===== src/rtl/ascii_operand_loader_if.sv =====
// Bundles the keyboard byte channel and the operand hand-off towards the adder.
// The master side is the environment: it drives bytes and consumes operand sets.
// The slave side is the loader itself.
interface ascii_operand_loader_if #(
  parameter int WIDTH = 5
);
  // Keyboard byte channel
  logic             char_valid;
  logic [7:0]       char_data;
  logic             char_ready;

  // Operand set towards the adder stage
  logic             op_valid;
  logic             op_ready;
  logic [WIDTH-1:0] x;
  logic [WIDTH-1:0] y;
  logic             c0;

  // Malformed-sequence indication
  logic             bad_input;

  modport master (
    output char_valid, char_data, op_ready,
    input  char_ready, op_valid, x, y, c0, bad_input
  );

  modport slave (
    input  char_valid, char_data, op_ready,
    output char_ready, op_valid, x, y, c0, bad_input
  );
endinterface


===== src/rtl/ascii_operand_loader.sv =====
// Parses "DD<Enter>DD<Enter><op>" from a keyboard byte stream into operands
// x, y and the add/subtract bit c0, then offers them to the adder via valid/ready.
// Any byte that breaks the grammar discards the partial set and pulses bad_input.
module ascii_operand_loader #(
  parameter int WIDTH   = 5,
  parameter int MAX_VAL = 15
) (
  input  logic                  clk,
  input  logic                  rst_n,
  ascii_operand_loader_if.slave bus
);

  localparam logic [6:0] MAX_V = 7'(MAX_VAL);

  typedef enum logic [2:0] {
    X_D1,
    X_D2,
    X_ENT,
    Y_D1,
    Y_D2,
    Y_ENT,
    OP,
    HOLD
  } state_t;

  state_t           state;
  logic [3:0]       tens;
  logic [WIDTH-1:0] x_acc;
  logic [WIDTH-1:0] y_acc;

  logic             accept;
  logic             is_digit;
  logic             is_enter;
  logic             is_plus;
  logic             is_minus;
  logic [3:0]       digit;
  logic [6:0]       value;
  logic             value_ok;
  logic             byte_ok;

  // Bytes are refused only while a finished set waits for the adder.
  assign bus.char_ready = (state != HOLD);
  assign accept         = bus.char_valid && bus.char_ready;

  // Character classes; for '0'..'9' the low nibble is the digit value.
  assign is_digit = (bus.char_data >= 8'h30) && (bus.char_data <= 8'h39);
  assign is_enter = (bus.char_data == 8'h0A) || (bus.char_data == 8'h0D);
  assign is_plus  = (bus.char_data == 8'h2B);
  assign is_minus = (bus.char_data == 8'h2D);
  assign digit    = bus.char_data[3:0];

  // Two-digit decimal value; 7 bits cover 0..99.
  assign value    = ({3'b000, tens} * 7'd10) + {3'b000, digit};
  assign value_ok = is_digit && (value <= MAX_V);

  // Decide whether the current byte is legal in the current state.
  always_comb begin
    // NOTE: default first so every path assigns byte_ok and no latch is inferred.
    byte_ok = 1'b0;
    case (state)
      X_D1, Y_D1:   byte_ok = is_digit;
      X_D2, Y_D2:   byte_ok = value_ok;
      X_ENT, Y_ENT: byte_ok = is_enter;
      OP:           byte_ok = is_plus || is_minus;
      default:      byte_ok = 1'b0;
    endcase
  end

  // Parser FSM with registered operand outputs and error pulse.
  always_ff @(posedge clk or negedge rst_n) begin
    if (!rst_n) begin
      state         <= X_D1;
      tens          <= '0;
      x_acc         <= '0;
      y_acc         <= '0;
      bus.x         <= '0;
      bus.y         <= '0;
      bus.c0        <= 1'b0;
      bus.op_valid  <= 1'b0;
      bus.bad_input <= 1'b0;
    end else begin
      // NOTE: non-blocking assignments so every register updates from pre-edge values.
      bus.bad_input <= 1'b0;

      if (state == HOLD) begin
        // Offered set stays frozen until the adder takes it.
        if (bus.op_ready) begin
          bus.op_valid <= 1'b0;
          state        <= X_D1;
        end
      end else if (accept && !byte_ok) begin
        // Malformed byte: drop the partial set, keep the last delivered outputs.
        bus.bad_input <= 1'b1;
        state         <= X_D1;
      end else if (accept) begin
        case (state)
          X_D1: begin
            tens  <= digit;
            state <= X_D2;
          end
          X_D2: begin
            x_acc <= value[WIDTH-1:0];
            state <= X_ENT;
          end
          X_ENT: begin
            state <= Y_D1;
          end
          Y_D1: begin
            tens  <= digit;
            state <= Y_D2;
          end
          Y_D2: begin
            y_acc <= value[WIDTH-1:0];
            state <= Y_ENT;
          end
          Y_ENT: begin
            state <= OP;
          end
          OP: begin
            // Commit the staged operands only once the whole sequence is valid.
            bus.x        <= x_acc;
            bus.y        <= y_acc;
            bus.c0       <= is_minus;
            bus.op_valid <= 1'b1;
            state        <= HOLD;
          end
          default: begin
            state <= X_D1;
          end
        endcase
      end
    end
  end

endmodule


===== src/flat_wrapper.sv =====
// flat-port wrapper written by rule: the top's interface ports become plain ports
module ascii_operand_loader_flat 
#(
  parameter int WIDTH   = 5,
  parameter int MAX_VAL = 15
)
  (clk, rst_n, bus_char_valid, bus_char_data, bus_op_ready, bus_char_ready, bus_op_valid, bus_x, bus_y, bus_c0, bus_bad_input);
  ascii_operand_loader_if #(.WIDTH(WIDTH)) bus_i ();
  input  logic clk;
  input  logic rst_n;
  input wire logic [$bits(bus_i.char_valid)-1:0] bus_char_valid;
  input wire logic [$bits(bus_i.char_data)-1:0] bus_char_data;
  input wire logic [$bits(bus_i.op_ready)-1:0] bus_op_ready;
  output wire logic [$bits(bus_i.char_ready)-1:0] bus_char_ready;
  output wire logic [$bits(bus_i.op_valid)-1:0] bus_op_valid;
  output wire logic [$bits(bus_i.x)-1:0] bus_x;
  output wire logic [$bits(bus_i.y)-1:0] bus_y;
  output wire logic [$bits(bus_i.c0)-1:0] bus_c0;
  output wire logic [$bits(bus_i.bad_input)-1:0] bus_bad_input;
  assign bus_i.char_valid = bus_char_valid;
  assign bus_i.char_data = bus_char_data;
  assign bus_i.op_ready = bus_op_ready;
  assign bus_char_ready = bus_i.char_ready;
  assign bus_op_valid = bus_i.op_valid;
  assign bus_x = bus_i.x;
  assign bus_y = bus_i.y;
  assign bus_c0 = bus_i.c0;
  assign bus_bad_input = bus_i.bad_input;
  ascii_operand_loader #(.WIDTH(WIDTH), .MAX_VAL(MAX_VAL)) u_core (.clk(clk), .rst_n(rst_n), .bus(bus_i));
endmodule

===== config.mk =====
export PLATFORM = sky130hd
export DESIGN_NAME = ascii_operand_loader_flat
export DESIGN_NICKNAME = d
export VERILOG_FILES = /design/src/rtl/ascii_operand_loader_if.sv /design/src/rtl/ascii_operand_loader.sv /design/src/flat_wrapper.sv
export SDC_FILE = /design/constraint.sdc
export NUM_CORES = 1
export LEC_CHECK = 0
export CAP_MARGIN = 20
export CORE_ASPECT_RATIO = 0.5
export CORE_MARGIN = 2
export CORE_UTILIZATION = 45
export CTS_CLUSTER_DIAMETER = 50
export CTS_CLUSTER_SIZE = 20
export DETAILED_ROUTE_END_ITERATION = 8
export MAX_ROUTING_LAYER = met4
export PLACE_DENSITY = 0.77
export SLEW_MARGIN = 15
export SYNTH_ARGS = -nofsm -noshare
export SYNTH_HDL_FRONTEND = slang
export SYNTH_SLANG_ARGS = --single-unit

===== constraint.sdc =====
create_clock -name clk -period 5.2 [get_ports clk]
set_input_delay 0.52 -clock clk [delete_from_list [all_inputs] [get_ports clk]]
set_output_delay 0.52 -clock clk [all_outputs]
set_load 0.01 [all_outputs]

* Word-level counts from Yosys, hierarchy flattened
Index checks and enable logic that the tools add are counted.
Cells by class: order comparisons 3, multipliers 1, add/subtract/negate cells 1, equality and inequality tests 14, reductions and logical operators 20, bitwise gates (word level) 2, mux-type cells 13
Operators with widths (number):
- 3-bit case mux with 7 select lines | 1
- 4-bit AND reduction | 5
- 8-bit by 4-bit == test with 1-bit output, second input constant | 2
- 8-bit by 6-bit == test with 1-bit output, second input constant | 2
- 3-bit == test, second input constant | 4
- 3-bit two-way mux | 4
- 8-bit by 6-bit greater-or-equal comparator with 1-bit output, second input constant | 1
- 8-bit by 6-bit <= comparator with 1-bit output, second input constant | 1
- 7-bit by 4-bit adder with 7-bit output | 1
- 7-bit by 4-bit <= comparator with 1-bit output, second input constant | 1
- 1-bit two-way mux | 7
- 3-bit by 2-bit == test with 1-bit output, second input constant | 2
- 4-bit by 3-bit multiplier with 6-bit output, second input constant | 1
- 2-bit OR reduction | 3
- 1-bit logical AND | 4
- 1-bit case mux with 4 select lines | 1
- 2-bit nonzero test | 2
- 3-bit by 1-bit == test with 1-bit output, second input constant | 1
- 3-bit zero test | 1
- 3-bit inequality test, second input constant | 1
- 3-bit nonzero test | 1
- 1-bit logical OR | 2
- 2-bit by 1-bit inequality test with 1-bit output, second input constant | 1
- 2-bit inequality test, second input constant | 1
- 3 further kinds | 4
Word-level totals: output and inout bits 14, flip-flop bits (word level) 30, logic and storage cells 63

* Longest topological paths before layout
Gate-level depths: netlist of run 1.
depth after elaboration 9, gate-level depth with buffers 11, gate-level depth less buffers 10

* Least setup slack after synthesis of run 1
Ideal clock, no wire load.
kind flip-flop to flip-flop, start register u_core.tens[1], end register u_core.bus.c0, arrival time 2.703 ns, clock period less this slack 2.828 ns, path slack 2.372 ns, path buffers 1, cell stages (with the launch flop) 12, cell sequence dfrtp_1 -> ha_1 -> ha_1 -> inv_1 -> fa_1 -> xor2_1 -> nand3b_1 -> nor2_1 -> a211oi_2 -> or4b_4 -> buf_6 -> mux2_4
Between the ends: longest elaborated chain between the ends 9
RTL lines:
- from (decl) | RTL line ascii_operand_loader.sv:27 | logic [3:0] tens;
- from (signal assigned) | RTL line ascii_operand_loader.sv:98 | tens <= digit;
- from (signal assigned) | RTL line ascii_operand_loader.sv:109 | tens <= digit;
- 4-bit by 3-bit multiplier with 6-bit output | RTL line ascii_operand_loader.sv:53 | assign value = ({3'b000, tens} * 7'd10) + {3'b000, digit};
- 7-bit by 4-bit adder with 7-bit output | RTL line ascii_operand_loader.sv:53
- 7-bit by 4-bit <= comparator with 1-bit output | RTL line ascii_operand_loader.sv:54 | assign value_ok = is_digit && (value <= MAX_V);
- 1-bit logical AND | RTL line ascii_operand_loader.sv:54
- 1-bit case mux with 4 select lines | RTL line ascii_operand_loader.sv:60 | case (state)
- 1-bit zero test | RTL line ascii_operand_loader.sv:91 | end else if (accept && !byte_ok) begin
- 1-bit logical AND | RTL line ascii_operand_loader.sv:91
- 1-bit NOT (no line)
- 4-bit AND reduction (no line)
- to (signal assigned) | RTL line ascii_operand_loader.sv:123 | bus.c0 <= is_minus;
- to (decl) | RTL line ascii_operand_loader_if.sv:29 | output char_ready, op_valid, x, y, c0, bad_input
No other way between the ends. A chain may end at the register's enable or synchronous reset.

* Final worst setup path of run 1
start input bus_char_data[1], end register u_core.bus.y[2]
Between the ends: longest elaborated chain between the ends 8, elaborated cells between the ends (all ways) 17, classes of those cells add/sub: 1; order compare: 3; eq/ne: 4; mux: 1; bitwise: 1; reduce/logical: 7
RTL lines:
- from (decl) | RTL line flat_wrapper.sv:12 | input wire logic [$bits(bus_i.char_data)-1:0] bus_char_data;
- 7-bit by 4-bit adder with 7-bit output (tied with other cells) | RTL line ascii_operand_loader.sv:53
- 7-bit by 4-bit <= comparator with 1-bit output / 1-bit logical AND (equally long branches) | RTL line ascii_operand_loader.sv:54, ascii_operand_loader.sv:46
- 1-bit logical AND | RTL line ascii_operand_loader.sv:54
- 1-bit case mux with 4 select lines (*) | RTL line ascii_operand_loader.sv:60
- 1-bit zero test (*) | RTL line ascii_operand_loader.sv:91
- 1-bit logical AND (*) | RTL line ascii_operand_loader.sv:91
- 1-bit NOT (no line) (*)
- 4-bit AND reduction (no line) (*)
- to (signal assigned) | RTL line ascii_operand_loader.sv:122 | bus.y <= y_acc;
- to (decl) | RTL line ascii_operand_loader_if.sv:29
Mark *: on every way between the ends. The rest lies on a longest branch, timed or not.

==> results of run 1 <==
## worst max path at each step
stage	startpoint	to	slack, ns
5_1_grt	bus_char_data[1]	u_core.y_acc[0]$_DFFE_PN0P_	1.84
2_1_floorplan	u_core.tens[1]$_DFFE_PN0P_	u_core.bus.c0$_DFFE_PN0P_	2.37
3_5_place_dp	bus_char_data[1]	u_core.bus.c0$_DFFE_PN0P_	1.73
4_1_cts	bus_char_data[1]	u_core.bus.y[2]$_DFFE_PN0P_	1.98
6_report	bus_char_data[1]	u_core.bus.y[2]$_DFFE_PN0P_	1.99
3_3_place_gp	bus_char_data[1]	u_core.bus.y[3]$_DFFE_PN0P_	1.82
## per-layer routing
layer | share of wire [%] | track usage, % | vias to the layer above
met4 | 1.6 | 7.385 | 0
met1 | 46 | 21.69 | 588
li1 | - | - | 562
met5 | 0 | - | -
met2 | 48 | 29.77 | 23
met3 | 4.2 | 4.494 | 7
## per-stage QoR
stage	util [%]	cells	hold WS (ns)	cell area (um^2)	worst slack, ns
after floorplan	-	136	0.2244	1667	2.372
after global placement	56.13	209	0.4850	1959	1.825
after detailed placement	56.13	209	0.4895	1959	1.728
after CTS	59.35	216	0.5043	2072	1.980
after global routing	59.35	216	0.5190	2072	1.839
final	59.35	216	0.5041	2072	1.989
## critical path, cell delays in order
cell	delay [ns]
sky130_fd_sc_hd__clkdlybuf4s50_1	0.50
sky130_fd_sc_hd__ha_1	0.29
sky130_fd_sc_hd__fa_1	0.47
sky130_fd_sc_hd__and3b_1	0.25
sky130_fd_sc_hd__a211oi_1	0.09
sky130_fd_sc_hd__nor2_1	0.16
sky130_fd_sc_hd__a211oi_2	0.08
sky130_fd_sc_hd__or4b_4	0.67
sky130_fd_sc_hd__mux2_4	0.34
## Yosys cell counts, types with 2 or more instances
master	instances
sky130_fd_sc_hd__dfrtp_1	30
sky130_fd_sc_hd__mux2_2	11
sky130_fd_sc_hd__mux2_4	10
sky130_fd_sc_hd__nor2_1	7
sky130_fd_sc_hd__ha_1	6
sky130_fd_sc_hd__nor2b_1	6
sky130_fd_sc_hd__nand2_1	5
sky130_fd_sc_hd__a211oi_1	4
sky130_fd_sc_hd__inv_1	4
sky130_fd_sc_hd__o21ai_0	4
sky130_fd_sc_hd__and3b_1	3
sky130_fd_sc_hd__nand3_1	3
sky130_fd_sc_hd__nand3b_1	3
sky130_fd_sc_hd__o31ai_1	3
sky130_fd_sc_hd__a21oi_1	2
sky130_fd_sc_hd__buf_2	2
sky130_fd_sc_hd__fa_1	2
sky130_fd_sc_hd__nand2b_1	2
sky130_fd_sc_hd__nor3b_1	2
sky130_fd_sc_hd__xnor2_1	2
sky130_fd_sc_hd__xor2_1	2
## logic make-up after synthesis
logic type	count (synthesis)	share of synthesized area, %
AND/OR/NAND/NOR	40	15.54
flip-flops	30	45.05
AO/OA/AOI/OAI	24	10.74
multiplexers	22	17.04
buffers and inverters	8	2.628
adder cells (fa/ha/maj)	8	6.907
XOR/XNOR	4	2.102
## cell type report
cell class / count / area [um^2]
Timing Repair Buffer: 26 / 257.7
Clock buffer: 6 / 82.58
Fill cell: 296 / 1419
Tap cell: 51 / 63.81
Inverter: 4 / 15.01
Clock inverter: 1 / 30.03
Sequential cell: 30 / 750.7
Multi-Input combinational cell: 98 / 872.1
## placed cells by master, fill, tap and decap left out, types with 2 or more instances in the layout
| master | synthesis | routed |
|---|---|---|
| sky130_fd_sc_hd__a211oi_1 | 4 | 4 |
| sky130_fd_sc_hd__a21oi_1 | 2 | 2 |
| sky130_fd_sc_hd__and3b_1 | 3 | 3 |
| sky130_fd_sc_hd__clkbuf_8 | 0 | 6 |
| sky130_fd_sc_hd__clkdlybuf4s50_1 | 0 | 25 |
| sky130_fd_sc_hd__dfrtp_1 | 30 | 30 |
| sky130_fd_sc_hd__fa_1 | 2 | 2 |
| sky130_fd_sc_hd__ha_1 | 6 | 6 |
| sky130_fd_sc_hd__inv_1 | 4 | 4 |
| sky130_fd_sc_hd__mux2_2 | 11 | 11 |
| sky130_fd_sc_hd__mux2_4 | 10 | 10 |
| sky130_fd_sc_hd__nand2_1 | 5 | 5 |
| sky130_fd_sc_hd__nand2b_1 | 2 | 2 |
| sky130_fd_sc_hd__nand3_1 | 3 | 3 |
| sky130_fd_sc_hd__nand3b_1 | 3 | 3 |
| sky130_fd_sc_hd__nor2_1 | 7 | 7 |
| sky130_fd_sc_hd__nor2b_1 | 6 | 6 |
| sky130_fd_sc_hd__nor3b_1 | 2 | 2 |
| sky130_fd_sc_hd__o21ai_0 | 4 | 4 |
| sky130_fd_sc_hd__o31ai_1 | 3 | 3 |
| sky130_fd_sc_hd__xnor2_1 | 2 | 2 |
| sky130_fd_sc_hd__xor2_1 | 2 | 2 |
## power by group through the flow
stage | combinational, W | sequential, W | clock [W]
after floorplan | 0.000137 | 0.000291 | 0
after global placement | 0.000175 | 0.000301 | 0
after detailed placement | 0.000183 | 0.000304 | 0
after CTS | 0.000188 | 0.000300 | 0.000244
after global routing | 0.000208 | 0.000304 | 0.000254
final | 0.000190 | 0.000300 | 0.000240
## flip-flops by register name (all words and copies together), names as in the netlist
register and cells:
u_core.x_acc 5, u_core.bus.op_valid 1, u_core.bus.bad_input 1, u_core.tens 4, u_core.bus.x 5, u_core.bus.c0 1, u_core.state 3, u_core.bus.y 5
u_core.y_acc 5
==> results_tabular.tex, run 1 <==
\begin{tabular}{lr}
\hline
Metric & Value \\
\hline
\multicolumn{2}{l}{\textbf{Synthesis}} \\
Async set-reset flop share out of synthesis & 100.0\% \\
Commonest register cell after synthesis & sky130\_fd\_sc\_hd\_\_dfrtp\_1 \\
Netlist area before placement & 0.001667 mm\^{}2 \\
Average footprint of a synthesized cell & 12.25 um\^{}2 \\
Post-synthesis register bit count & 30 \\
Share of the yosys chip area belonging to registers & 45.05\% \\
Post-synthesis cell type count & 44 \\
Synthesized instance count & 136 \\
Post-synthesis net count & 156 \\
Fraction of synthesized cell area taken by the top area cell type & 45.05\% \\
Number of enable-type register cells in the synthesized netlist & 0 \\
Ys Warns & 0 \\
Yosys top cell by area & sky130\_fd\_sc\_hd\_\_dfrtp\_1 \\
Leading post-synthesis cells by cell area & sky130\_fd\_sc\_hd\_\_dfrtp\_1, sky130\_fd\_sc\_hd\_\_mux2\_4, sky130\_fd\_sc\_hd\_\_mux2\_2, sky130\_fd\_sc\_hd\_\_ha\_1, sky130\_fd\_sc\_hd\_\_fa\_1 \\
\multicolumn{2}{l}{\textbf{Routing}} \\
WL per Instance & 15.64 um \\
First-pass detailed-route iteration total & 4 \\
WL final & 3379 um \\
DRC viols & 0 \\
Initial DRC count & 45 \\
Vias per cell & 5.463 \\
Detailed-route via count & 1180 \\
Post-route antenna net violation count & 0 \\
\multicolumn{2}{l}{\textbf{Pwr}} \\
PD cells & 352.3 mW/mm\^{}2 \\
Leakage power & 0.9283 nW \\
Switching portion of total power & 29.53\% \\
Combinational share of power & 26.0\% \\
Proportion of power drawn by flip-flops and latches & 41.1\% \\
Int Power & 0.0005145 W \\
Net Sw Power & 0.0002156 W \\
Total power consumption of the routed design & 0.0007300 W \\
Clock group share of total power & 32.9\% \\
VDD IR-drop max & 0.1737 mV \\
\multicolumn{2}{l}{\textbf{Clock network}} \\
Total clock buffers created by CTS & 5 \\
Number of clock sinks & 30 \\
Setup repair bufs after CTS & 0 \\
Bufs on Longest Clock Path & 2 \\
Quantity of gates resized following cts & 0 \\
CTS clock-pin slew for the worst setup and hold paths & 0.06 ns \\
H-tree depth & 2 \\
Clock root cell & sky130\_fd\_sc\_hd\_\_clkbuf\_8 \\
Source-to-sink clock delay at the later pin of the worst-skew pair & 0.28 ns \\
Hold\_buf cts & 0 \\
TritonCTS clock tree & done \\
\multicolumn{2}{l}{\textbf{Timing}} \\
Final critical path time including I/O delays and setup & 3.211 ns \\
Unrepaired setup endpoints after global routing & false \\
Number of failing hold endpoints at the final stage & 0 \\
Largest clock skew in the final design & 0.004026 ns \\
Worst Tran Pin Value & 1.010 ns \\
Final setup TNS & 0 ns \\
Period utilization & 61.75\% \\
Slew headroom & 31.82\% \\
Achievable Freq & 311.4 MHz \\
Slew Viols, Final & 0 \\
Setup violation total in the final timing report & 0 \\
\multicolumn{2}{l}{\textbf{Critical path}} \\
Worst-path fanout max & 11 \\
Reg2Reg Depth & 9 \\
Crit Reg-Reg Endpoint & u\_core.y\_acc[0]\$\_DFFE\_PN0P\_ \\
Worst R2R Start & u\_core.tens[1]\$\_DFFE\_PN0P\_ \\
Crit Path Class & input pin to flop \\
Startpoint class of the critical path & input pin \\
Worst setup EP type & flop \\
Worst path required time & 5.37 ns \\
Signal arrival time at the worst endpoint & 3.38 ns \\
Worst R2R Setup Slack & 2.07 ns \\
\multicolumn{2}{l}{\textbf{Placed design}} \\
Final GP Congestion & 0.8753 \\
Number of port buffers & 25 \\
Post-detail-place hpwl & 2421 um \\
\multicolumn{2}{l}{\textbf{Final layout}} \\
Post-layout net count & 185 \\
Area growth from synthesis to layout & 24.32\% \\
Share of layout cells above drive strength 1 & 21.21\% \\
Antenna diode count & 0 \\
\multicolumn{2}{l}{\textbf{Floorplanning}} \\
Initial core utilization & 47.74\% \\
Area of the core region & 0.003491 mm\^{}2 \\
I/O pin total & 26 \\
Die extent in y & 47.03 um \\
Die width & 90.07 um \\
Row cnt & 15 \\
Die Area & 0.004236 mm\^{}2 \\
\multicolumn{2}{l}{\textbf{Run status}} \\
Result of the run & completed \\
\multicolumn{2}{l}{\textbf{Worst hold path}} \\
Path class of the lowest-slack min-delay path & flop to flop \\
Min-Delay Endpoint & u\_core.y\_acc[4]\$\_DFFE\_PN0P\_ \\
Start point of the worst min-delay path & u\_core.y\_acc[4]\$\_DFFE\_PN0P\_ \\
Hold path cells & 1 \\
\multicolumn{2}{l}{\textbf{Global routing}} \\
Antenna violations before repair & 0 \\
Global-route wire length before repair & 5499 um \\
Overflow after GRT & 0 \\
Maximum number of pins on one net before global-route repair & 31 \\
All-layer global routing usage & 17.86\% \\
Vias in the first global route & 1147 \\
\multicolumn{2}{l}{\textbf{Job}} \\
Count of max-cap constraint violations & 0 \\
\hline
\end{tabular}
No activity file was read; power rests on OpenSTA's default activity.
==> inputs of run 2 (changes only) <==
clock period = 3 ns   (was 5.2 ns; I/O delays follow)
==> results_tabular.tex, run 2 (same netlist as run 1, synthesis figures left out) <==
\begin{tabular}{lr}
\hline
Metric & Value \\
\hline
\multicolumn{2}{l}{\textbf{Floorplanning}} \\
Initial core utilization & 47.74\% (unchanged) \\
I/O pin total & 26 (unchanged) \\
Die width & 90.07 um (unchanged) \\
Area of the core region & 0.003491 mm\^{}2 (unchanged) \\
Row cnt & 15 (unchanged) \\
Die extent in y & 47.03 um (unchanged) \\
Die Area & 0.004236 mm\^{}2 (unchanged) \\
\multicolumn{2}{l}{\textbf{Final layout}} \\
Post-layout net count & 199 (+7.6\%) \\
Final cell utilization of the core & 62.26\% (+2.9 points) \\
Final instance count without filler cells & 231 (+6.9\%) \\
Post-Layout Inst Area & 0.002173 mm\^{}2 (+4.9\%) \\
Share of layout cells above drive strength 1 & 28.89\% (+7.7 points) \\
Antenna diode count & 0 (unchanged) \\
Area growth from synthesis to layout & 30.41\% \\
Most common library cell in the layout ignoring fill and taps & sky130\_fd\_sc\_hd\_\_dfrtp\_1 \\
Number of inserted filler cells in the final layout & 285 (-3.7\%) \\
Most frequent cells in the layout & sky130\_fd\_sc\_hd\_\_dfrtp\_1, sky130\_fd\_sc\_hd\_\_clkdlybuf4s50\_1, sky130\_fd\_sc\_hd\_\_buf\_4 \\
\multicolumn{2}{l}{\textbf{Routing}} \\
Initial DRC count & 50 (+11\%) \\
Post-route antenna net violation count & 0 (unchanged) \\
Vias per cell & 5.468 (about the same) \\
First-pass detailed-route iteration total & 4 (unchanged) \\
Detailed-route via count & 1263 (+7.0\%) \\
WL final & 3629 um (+7.4\%) \\
WL per Instance & 15.71 um (+0.42\%) \\
DRC viols & 0 (unchanged) \\
\multicolumn{2}{l}{\textbf{Critical path}} \\
Highest cell delay on the worst timing path & 0.60 ns (-0.07 ns) \\
Critical path's most frequent cell & sky130\_fd\_sc\_hd\_\_ha\_1 \\
Signal arrival time at the worst endpoint & 3.08 ns (-0.30 ns) \\
Worst-path fanout max & 6 (-5) \\
Startpoint class of the critical path & flop \\
Worst setup EP type & flop \\
Slowest cell on the critical path & sky130\_fd\_sc\_hd\_\_or4b\_4 \\
Worst path required time & 3.17 ns (-2.20 ns) \\
Crit Path Class & flop to flop \\
Cell family with the largest share of critical-path delay & simple AND/OR/NAND/NOR gates \\
Worst-path cell chain & ha\_1 -> ha\_1 -> inv\_1 -> fa\_1 -> xor2\_2 -> nand3b\_1 -> nor2\_2 -> a211oi\_2 -> or4b\_4 -> mux2\_4 \\
Buffering stage count on the worst path with inverters included & 1 (unchanged) \\
\multicolumn{2}{l}{\textbf{Timing}} \\
Worst Tran Pin Value & 0.4768 ns (-0.5331 ns) \\
Slew headroom & 67.81\% (+36 points) \\
Number of failing hold endpoints at the final stage & 0 (unchanged) \\
Unrepaired setup endpoints after global routing & true \\
Setup violation total in the final timing report & 0 (unchanged) \\
Final setup TNS & 0 ns (unchanged) \\
Period utilization & 96.84\% \\
Achievable Freq & 344.2 MHz \\
Final critical path time including I/O delays and setup & 2.905 ns \\
Slew Viols, Final & 0 (unchanged) \\
Largest clock skew in the final design & 0.006671 ns (+0.002645 ns) \\
\multicolumn{2}{l}{\textbf{Global routing}} \\
Vias in the first global route & 1190 (+3.7\%) \\
Global-route wire length before repair & 5685 um (+3.4\%) \\
Antenna violations before repair & 0 (unchanged) \\
All-layer global routing usage & 18.48\% (+0.61 points) \\
Overflow after GRT & 0 (unchanged) \\
Maximum number of pins on one net before global-route repair & 31 (unchanged) \\
\multicolumn{2}{l}{\textbf{Pwr}} \\
Leakage power & 0.9899 nW (+6.6\%) \\
VDD IR-drop max & 0.2216 mV (+28\%) \\
Net Sw Power & 0.0004004 W (+86\%) \\
Switching portion of total power & 32.06\% (+2.5 points) \\
PD cells & 574.7 mW/mm\^{}2 (+63\%) \\
Combinational share of power & 31.0\% (+5.0 points) \\
Int Power & 0.0008485 W (+65\%) \\
Clock group share of total power & 27.5\% (-5.4 points) \\
Proportion of power drawn by flip-flops and latches & 41.4\% (+0.3 points) \\
\multicolumn{2}{l}{\textbf{Clock network}} \\
CTS clock-pin slew for the worst setup and hold paths & 0.07 ns (about the same) \\
Clock root cell & sky130\_fd\_sc\_hd\_\_clkbuf\_8 \\
TritonCTS clock tree & done \\
Number of clock sinks & 30 (unchanged) \\
Total clock buffers created by CTS & 5 (unchanged) \\
Bufs on Longest Clock Path & 2 (unchanged) \\
Setup repair bufs after CTS & 0 (unchanged) \\
Source-to-sink clock delay at the later pin of the worst-skew pair & 0.29 ns (about the same) \\
H-tree depth & 2 (unchanged) \\
\multicolumn{2}{l}{\textbf{Placed design}} \\
Placed instance count & 221 (+5.7\%) \\
Final GP Congestion & 0.8664 (-1.0\%) \\
Post-DP Area & 0.002049 mm\^{}2 (+4.6\%) \\
Post-detail-place hpwl & 2527 um (+4.4\%) \\
Number of port buffers & 25 (unchanged) \\
\multicolumn{2}{l}{\textbf{Worst hold path}} \\
Path class of the lowest-slack min-delay path & input pin to asynchronous set/reset pin \\
\multicolumn{2}{l}{\textbf{Run status}} \\
Result of the run & completed \\
\multicolumn{2}{l}{\textbf{Job}} \\
Count of max-cap constraint violations & 0 (unchanged) \\
\hline
\end{tabular}
-- run 2: changes by cell type in the layout (fill, tap and decap cells not counted) --
cell,previous run,this run
sky130_fd_sc_hd__xor2_1,2,1
sky130_fd_sc_hd__bufinv_16,1,0
sky130_fd_sc_hd__clkinvlp_4,0,1
sky130_fd_sc_hd__nor2_1,7,6
sky130_fd_sc_hd__xor2_2,0,1
sky130_fd_sc_hd__clkbuf_2,0,1
sky130_fd_sc_hd__clkinv_2,0,1
sky130_fd_sc_hd__or4b_4,1,2
sky130_fd_sc_hd__buf_4,1,13
sky130_fd_sc_hd__nor2_2,0,1
-- run 2: path summary, 6_finish.rpt --
path | startpoint | end | slack, ns | depth (start not counted)
max | u_core.tens[1]$_DFFE_PN0P_ | u_core.bus.c0$_DFFE_PN0P_ | 0.09 | 10
min | rst_n | u_core.tens[3]$_DFFE_PN0P_ | 0.40 | 2
max reg2reg | u_core.tens[1]$_DFFE_PN0P_ | u_core.bus.c0$_DFFE_PN0P_ | 0.09 | 10
min reg2reg | u_core.y_acc[4]$_DFFE_PN0P_ | u_core.y_acc[4]$_DFFE_PN0P_ | 0.50 | 1
max in group asynchronous | rst_n | u_core.bus.y[1]$_DFFE_PN0P_ | 2.32 | 2
min in group clk | u_core.y_acc[4]$_DFFE_PN0P_ | u_core.y_acc[4]$_DFFE_PN0P_ | 0.50 | 1
-- run 2: layout make-up --
type | instances | area (um^2) | share of cell area, %
Multi-Input combinational cell | 99 | 895.9 | 41.22
Inverter | 4 | 15.01 | 0.6908
Clock inverter | 2 | 12.51 | 0.5757
Tap cell | 51 | 63.81 | 2.936
Sequential cell | 30 | 750.7 | 34.54
Timing Repair Buffer | 39 | 352.8 | 16.23
Clock buffer | 6 | 82.58 | 3.800
-- run 2: per-stage QoR --
step	power, W	setup slack (ns)	hold slack [ns]
global route	0.001322	-0.05364	0.4352
finish	0.001249	0.09469	0.3989
global placement	0.0008658	-0.01526	0.4844
CTS	0.001228	0.02831	0.4130
detailed placement	0.0008892	-0.1142	0.4855
floorplan	0.0007409	0.1722	0.004409
-- run 2: power by group through the flow --
| stage | combinational, W | clock, W | sequential [W] |
|---|---|---|---|
| after global routing | 0.000427 | 0.000369 | 0.000525 |
| after global placement | 0.000348 | 0 | 0.000517 |
| after floorplan | 0.000237 | 0 | 0.000504 |
| final | 0.000388 | 0.000344 | 0.000517 |
| after CTS | 0.000369 | 0.000345 | 0.000513 |
| after detailed placement | 0.000368 | 0 | 0.000521 |
-- run 2: routing by layer --
layer	vias up	wire [um]	track usage, %	share of wire, %
met5	-	0	-	0
met4	0	29	5.538	0.80
met3	4	112	4.815	3.1
met2	23	1719	32.03	47
met1	645	1768	22.23	49
li1	591	-	-	-
-- run 2: what timing repair did --
item / CTS / global route
hold buffers: 0 / 0
endpoints found under the setup margin: 0 / 14
endpoints found under the hold margin: 0 / 0
gates resized for setup: 0 / 3
